<file path="config.mk">
export PLATFORM = sky130hd
export DESIGN_NAME = div_unit
export DESIGN_NICKNAME = d
export VERILOG_FILES = /design/src/rtl/div_unit_pkg.sv /design/src/rtl/div_unit.sv
export SDC_FILE = /design/constraint.sdc
export NUM_CORES = 1
export LEC_CHECK = 0
export BUFFER_PORTS_ARGS = -buffer_cell sky130_fd_sc_hd__clkbuf_2
export CAP_MARGIN = 20
export CORE_UTILIZATION = 45
export DETAILED_ROUTE_END_ITERATION = 8
export SYNTH_ARGS = -nofsm -noshare
export SYNTH_HDL_FRONTEND = slang
export SYNTH_SLANG_ARGS = --single-unit
</file>
<file path="constraint.sdc">
create_clock -name clk -period 7.2 [get_ports clk]
set_input_delay 0.72 -clock clk [delete_from_list [all_inputs] [get_ports clk]]
set_output_delay 0.72 -clock clk [all_outputs]
set_load 0.05 [all_outputs]
</file>
<file path="src/rtl/div_unit_pkg.sv">
// Shared constants and types for the RV32M multi-cycle divider.
package div_unit_pkg;

  localparam int unsigned DATA_W = 32;
  localparam int unsigned ITERS  = 32;

  localparam logic [2:0] F3_DIV  = 3'b100;
  localparam logic [2:0] F3_DIVU = 3'b101;
  localparam logic [2:0] F3_REM  = 3'b110;
  localparam logic [2:0] F3_REMU = 3'b111;

  typedef enum logic [1:0] {
    S_IDLE = 2'd0,
    S_CALC = 2'd1,
    S_DONE = 2'd2
  } state_t;

  typedef struct packed {
    logic sgn;
    logic rem;
  } op_dec_t;

endpackage

</file>
<file path="src/rtl/div_unit.sv">
// Restoring divider for DIV/DIVU/REM/REMU, one quotient bit per cycle.
// Sits beside execute; busy stalls the front end, ready pulses writeback.
module div_unit
  import div_unit_pkg::*;
#(
  parameter int unsigned DATA_W = div_unit_pkg::DATA_W
) (
  input  logic              clk,
  input  logic              rst,
  input  logic              start_i,
  input  logic [2:0]        op_i,
  input  logic [DATA_W-1:0] dividend_i,
  input  logic [DATA_W-1:0] divisor_i,
  input  logic [4:0]        reg_waddr_i,
  input  logic              cancel_i,
  output logic              busy_o,
  output logic              ready_o,
  output logic [DATA_W-1:0] result_o,
  output logic [4:0]        reg_waddr_o
);

  localparam int unsigned CNT_W = $clog2(ITERS);
  localparam logic [CNT_W-1:0] LAST = CNT_W'(ITERS - 1);

  function automatic logic [DATA_W-1:0] abs_val(
    input logic [DATA_W-1:0] v,
    input logic              sgn
  );
    return (sgn && v[DATA_W-1]) ? -v : v;
  endfunction

  function automatic logic [DATA_W-1:0] cond_neg(
    input logic [DATA_W-1:0] v,
    input logic              n
  );
    return n ? -v : v;
  endfunction

  state_t            state;
  logic [CNT_W-1:0]  count;
  logic [DATA_W-1:0] rem;
  logic [DATA_W-1:0] quot;
  logic [DATA_W-1:0] dvsr;
  logic              neg_q;
  logic              neg_r;
  logic              is_rem;
  logic [4:0]        waddr_q;

  op_dec_t dec;

  always_comb begin
    dec = '0;
    unique case (1'b1)
      (op_i == F3_DIV): begin
        dec.sgn = 1'b1;
      end
      (op_i == F3_REM): begin
        dec.sgn = 1'b1;
        dec.rem = 1'b1;
      end
      (op_i == F3_REMU): begin
        dec.rem = 1'b1;
      end
      default: ;
    endcase
  end

  // Trial subtract; a set carry-out bit of the shift always fits.
  logic [DATA_W:0]   shifted;
  logic [DATA_W:0]   diff;
  logic              take;
  logic [DATA_W-1:0] rem_nxt;
  logic [DATA_W-1:0] quot_nxt;
  logic [DATA_W-1:0] q_fix;
  logic [DATA_W-1:0] r_fix;

  always_comb begin
    shifted  = {rem, quot[DATA_W-1]};
    diff     = shifted - {1'b0, dvsr};
    take     = shifted[DATA_W] | ~diff[DATA_W];
    rem_nxt  = take ? diff[DATA_W-1:0]
                    : shifted[DATA_W-1:0];
    quot_nxt = {quot[DATA_W-2:0], take};
    q_fix    = cond_neg(quot_nxt, neg_q);
    r_fix    = cond_neg(rem_nxt, neg_r);
  end

  assign busy_o  = (state != S_IDLE);
  assign ready_o = (state == S_DONE);

  always_ff @(posedge clk or negedge rst) begin
    if (!rst) begin
      state       <= S_IDLE;
      count       <= '0;
      rem         <= '0;
      quot        <= '0;
      dvsr        <= '0;
      neg_q       <= 1'b0;
      neg_r       <= 1'b0;
      is_rem      <= 1'b0;
      waddr_q     <= '0;
      result_o    <= '0;
      reg_waddr_o <= '0;
    end else begin
      unique case (state)
        S_IDLE: begin
          if (start_i && !cancel_i) begin
            is_rem  <= dec.rem;
            waddr_q <= reg_waddr_i;
            neg_q   <= dec.sgn
                     & (dividend_i[DATA_W-1]
                     ^ divisor_i[DATA_W-1]);
            neg_r   <= dec.sgn
                     & dividend_i[DATA_W-1];
            if (divisor_i == '0) begin
              result_o    <= dec.rem ? dividend_i : '1;
              reg_waddr_o <= reg_waddr_i;
              state       <= S_DONE;
            end else begin
              quot  <= abs_val(dividend_i, dec.sgn);
              dvsr  <= abs_val(divisor_i, dec.sgn);
              rem   <= '0;
              count <= '0;
              state <= S_CALC;
            end
          end
        end
        S_CALC: begin
          if (cancel_i) begin
            state <= S_IDLE;
          end else begin
            rem   <= rem_nxt;
            quot  <= quot_nxt;
            count <= count + 1'b1;
            if (count == LAST) begin
              result_o    <= is_rem ? r_fix : q_fix;
              reg_waddr_o <= waddr_q;
              state       <= S_DONE;
            end
          end
        end
        S_DONE: begin
          state <= S_IDLE;
        end
        default: begin
          state <= S_IDLE;
        end
      endcase
    end
  end

endmodule

</file>
==> flow_summary.yaml <==
run_status:
  run_status: "finished clean"
synth:
  netlist_instances: 1495
  syn_avg_cell_area_um2: 7.791
  synth_fp_nets: 1610
  count_of_flip_flops_with_a_built_in_enable_after_synthesis: 0
  synthFlopType: "sky130_fd_sc_hd__dfrtp_1"
  part_of_the_yosys_area_used_for_sequential_elements_pct: 31.80
  async_reset_ff_share_pct: 100.0
  syn-cell-area_um2: 11650
  yosys.cell_types.count: 73
  ys_warn_count: 0
  yosys_register_bits: 148
timing:
  finClkSkew_ns: 0.01393
  hold_ws_ns: 0.3504
  maxClockFrequency_mhz: 181.8
  final.min_clock_period_ns: 5.502
  hold_viol_final: 0
  worst_slew_pin_tran_ns: 0.9921
  setup_tns_ns: 0
  rsz0062_at_grt: "false"
  final_report_setup_violation_count: 0
  min_period_over_period_pct: 76.42
  timing.slew.headroom_pct: 33.86
  slew_violations: 0
run:
  max_cap_viol_count: 0
pwr:
  net_switching_uw: 2403
  total_power_uw: 4990
  power_share_of_the_combinational_group_pct: 52.1
  power_frac_clock_pct: 19.9
  p_per_area_nw_per_um2: 380.7
  p_sw_share_pct: 48.14
  sequentialPowerShare_pct: 28.1
  cell_internal_pwr_uw: 2588
  vdd_drop_max_mv: 0.1762
  total_leakage_power_uw: 0.005657
global_route:
  wire_length_of_the_first_global_routing_pass_um: 55920
  grt_start_max_net_pins: 97
  first_global_vias: 10290
  grt_antenna_before_repair: 0
  grt_overflow: 0
  grt.total_usage_pct: 26.53
floorplan:
  coreArea_um2: 25250
  start_util_pct: 46.12
  site_row_count: 58
  chipWidth_um: 162.9
  fp.dieArea_um2: 26530
  die_h_um: 162.9
  ios: 115
worst_setup_path:
  worst-path-max-fanout: 15
  timing.critical_path.to_type: "flip-flop"
  crit_required_ns: 7.49
  critical_path_arrival_ns: 5.79
  crit_path_class: "reg -> reg"
  setup.worst_path.start_class: "flip-flop"
clock_tree:
  cts.htree.levels: 4
  cts_buffers: 17
  worst_skew_pair.late_latency_ns: 0.44
  clock_slew_at_reported_path_ffs_ns: 0.07
  cts_setup_buffers: 0
  clkSinkCount: 148
  cts_tree: "yes"
  postCtsHoldBufs: 0
  clk_path_buf_depth: 2
  ctsResizeCount: 0
  clock-root-buffer: "sky130_fd_sc_hd__clkbuf_16"
finish:
  stdcell_area_um2: 13110
  antenna_cells: 0
  flow.area_growth_from_synthesis_pct: 12.54
  final_cells: 1905
  final_net_count: 1677
  count_of_fill_cells_added_during_filler_insertion: 2491
  post_route_cells_drive_above_1_share_pct: 12.06
drt:
  count_of_tritonroute_iterations_in_the_first_routing_pass: 5
  drc: 0
  dr.first_iter.drc_count: 1088
  routed_via_density: 5.846
  vias: 11140
  final_routed_wirelength_um: 34350
  drt-wirelength-per-cell_um: 18.03
  final_antenna_net_count: 0
placed_design:
  postPlaceCellArea_um2: 12460
  finalWeightedCongestion: 0.9240
  placed_cells: 1872
  port_buffers: 114
  detailed_place_hpwl_um: 25540
min_path:
  worst_hold_path_type: "in -> async"
-- critical path, cell delays in order, from the launching register on --
cell	delay, ns
sky130_fd_sc_hd__dfrtp_1	0.46
sky130_fd_sc_hd__ha_1	0.40
sky130_fd_sc_hd__a21o_1	0.23
sky130_fd_sc_hd__or2_1	0.25
sky130_fd_sc_hd__o21ba_1	0.20
sky130_fd_sc_hd__a211oi_2	0.60
sky130_fd_sc_hd__o21ai_4	0.26
sky130_fd_sc_hd__o21ai_0	0.36
sky130_fd_sc_hd__ha_1	0.29
sky130_fd_sc_hd__or4b_2	0.66
sky130_fd_sc_hd__inv_1	0.10
sky130_fd_sc_hd__o2111ai_1	0.12
sky130_fd_sc_hd__o41a_1	0.19
sky130_fd_sc_hd__nor2_1	0.19
sky130_fd_sc_hd__nand3_1	0.25
sky130_fd_sc_hd__o311a_1	0.38
sky130_fd_sc_hd__nor3_1	0.30
sky130_fd_sc_hd__o41ai_1	0.10
-- power by group through the flow --
stage          sequential (µW)  clock [µW]  combinational (µW)
2_1_floorplan             1690           0                1610
3_3_place_gp              1410           0                2560
3_5_place_dp              1410           0                2580
4_1_cts                   1400        1000                2590
5_1_grt                   1450        1040                2870
6_report                  1400         991                2600
-- metal layers --
| metal | share of wire [%] | global-route usage, % | up-vias | wire length (µm) |
|---|---|---|---|---|
| met4 | 1.4 | 5.990 | 0 | 471 |
| met1 | 50 | 40.44 | 5216 | 17330 |
| li1 | - | - | 5533 | - |
| met5 | 0 | 0 | - | 0 |
| met3 | 5.7 | 3.922 | 31 | 1971 |
| met2 | 42 | 38.99 | 357 | 14570 |
-- cells in the final DEF (no fill, tap or decap), types with 6 or more instances in the layout --
cell type and n:
sky130_fd_sc_hd__a31oi_1 17, sky130_fd_sc_hd__clkbuf_16 17, sky130_fd_sc_hd__a21o_1 10, sky130_fd_sc_hd__o22ai_1 9, sky130_fd_sc_hd__buf_4 13, sky130_fd_sc_hd__nand3_1 20, sky130_fd_sc_hd__dfrtp_1 148, sky130_fd_sc_hd__o21ai_1 14
sky130_fd_sc_hd__xnor2_1 77, sky130_fd_sc_hd__o41ai_1 10, sky130_fd_sc_hd__o31ai_1 34, sky130_fd_sc_hd__xor2_1 49, sky130_fd_sc_hd__mux2_2 10, sky130_fd_sc_hd__inv_1 63, sky130_fd_sc_hd__nor2_1 152, sky130_fd_sc_hd__nand4_1 6
sky130_fd_sc_hd__or4_1 11, sky130_fd_sc_hd__and2_1 13, sky130_fd_sc_hd__and3_1 15, sky130_fd_sc_hd__nand2_1 162, sky130_fd_sc_hd__o21ai_0 152, sky130_fd_sc_hd__a211oi_1 16, sky130_fd_sc_hd__o21a_1 12, sky130_fd_sc_hd__a21oi_1 141
sky130_fd_sc_hd__clkbuf_2 113, sky130_fd_sc_hd__a221o_1 10, sky130_fd_sc_hd__nand2b_1 9, sky130_fd_sc_hd__or3_1 33, sky130_fd_sc_hd__mux2i_1 20, sky130_fd_sc_hd__a22o_1 11, sky130_fd_sc_hd__nor4_1 16, sky130_fd_sc_hd__o211ai_1 8
sky130_fd_sc_hd__ha_1 38, sky130_fd_sc_hd__nor3_1 47
-- through the flow --
step	utilization [%]	worst slack (ns)
floorplan	-	1.877
global placement	49.32	1.887
global route	51.90	1.256
CTS	51.86	1.733
finish	51.90	1.698
detailed placement	49.32	1.758
-- cell usage after synthesis, types with 11 or more instances --
cell | n | area [µm²]
sky130_fd_sc_hd__a211oi_1 | 16 | 120.1
sky130_fd_sc_hd__a21oi_1 | 142 | 710.7
sky130_fd_sc_hd__a22o_1 | 11 | 96.34
sky130_fd_sc_hd__a31oi_1 | 17 | 106.4
sky130_fd_sc_hd__and2_1 | 13 | 81.33
sky130_fd_sc_hd__and3_1 | 15 | 93.84
sky130_fd_sc_hd__buf_1 | 13 | 48.80
sky130_fd_sc_hd__clkbuf_1 | 61 | 229.0
sky130_fd_sc_hd__dfrtp_1 | 148 | 3704
sky130_fd_sc_hd__ha_1 | 38 | 475.5
sky130_fd_sc_hd__inv_1 | 63 | 236.5
sky130_fd_sc_hd__mux2i_1 | 20 | 200.2
sky130_fd_sc_hd__nand2_1 | 162 | 608.1
sky130_fd_sc_hd__nand3_1 | 20 | 100.1
sky130_fd_sc_hd__nor2_1 | 152 | 570.6
sky130_fd_sc_hd__nor3_1 | 47 | 235.2
sky130_fd_sc_hd__nor4_1 | 16 | 100.1
sky130_fd_sc_hd__o21a_1 | 12 | 90.09
sky130_fd_sc_hd__o21ai_0 | 152 | 760.7
sky130_fd_sc_hd__o21ai_1 | 14 | 70.07
sky130_fd_sc_hd__o31ai_1 | 34 | 255.2
sky130_fd_sc_hd__o41ai_1 | 11 | 96.34
sky130_fd_sc_hd__or3_1 | 33 | 206.5
sky130_fd_sc_hd__or4_1 | 11 | 82.58
sky130_fd_sc_hd__xnor2_1 | 77 | 674.4
sky130_fd_sc_hd__xor2_1 | 49 | 429.2
-- cells by family (layout without fill, tap and decap cells) --
logic type	Yosys count	count (layout)	share of synthesized area, %
xor gates and xnor gates	126	126	9.475
adders and majority gates	39	39	4.254
and+or+nand+nor	509	509	20.35
buffers and inverters	144	224	4.705
DFF	148	148	31.80
muxes	30	30	2.686
AOI/OAI and AO/OA	499	499	26.74
-- area by class of cell --
type / count / area, µm² / area share [%]
Clock inverter: 13 / 197.7 / 1.508
Multi-Input combinational cell: 1203 / 7425 / 56.64
Inverter: 64 / 240.2 / 1.833
Clock buffer: 19 / 442.9 / 3.379
Timing Repair Buffer: 128 / 685.7 / 5.231
Sequential cell: 148 / 3704 / 28.25
Tap cell: 330 / 412.9 / 3.150
-- registers in the layout, indices dropped and copies added (netlist names) --
register	flops
count	5
dvsr	32
is_rem	1
neg_q	1
neg_r	1
quot	32
reg_waddr_o	5
rem	32
result_o	32
state	2
waddr_q	5
-- worst paths after layout --
| path | from | to | slack (ns) | cells after the start |
|---|---|---|---|---|
| max in group asynchronous | rst | waddr_q[4] | 5.46 | 2 |
| min in group clk | result_o[3] | result_o[3] | 0.48 | 2 |
| worst min register to register | result_o[3] | result_o[3] | 0.48 | 2 |
| worst max-delay path | rem[6] | result_o[28] | 1.70 | 17 |
| worst min-delay path | rst | result_o[7] | 0.35 | 1 |
| worst max register to register | rem[6] | result_o[28] | 1.70 | 17 |
No activity file was read; power rests on OpenSTA's default activity.
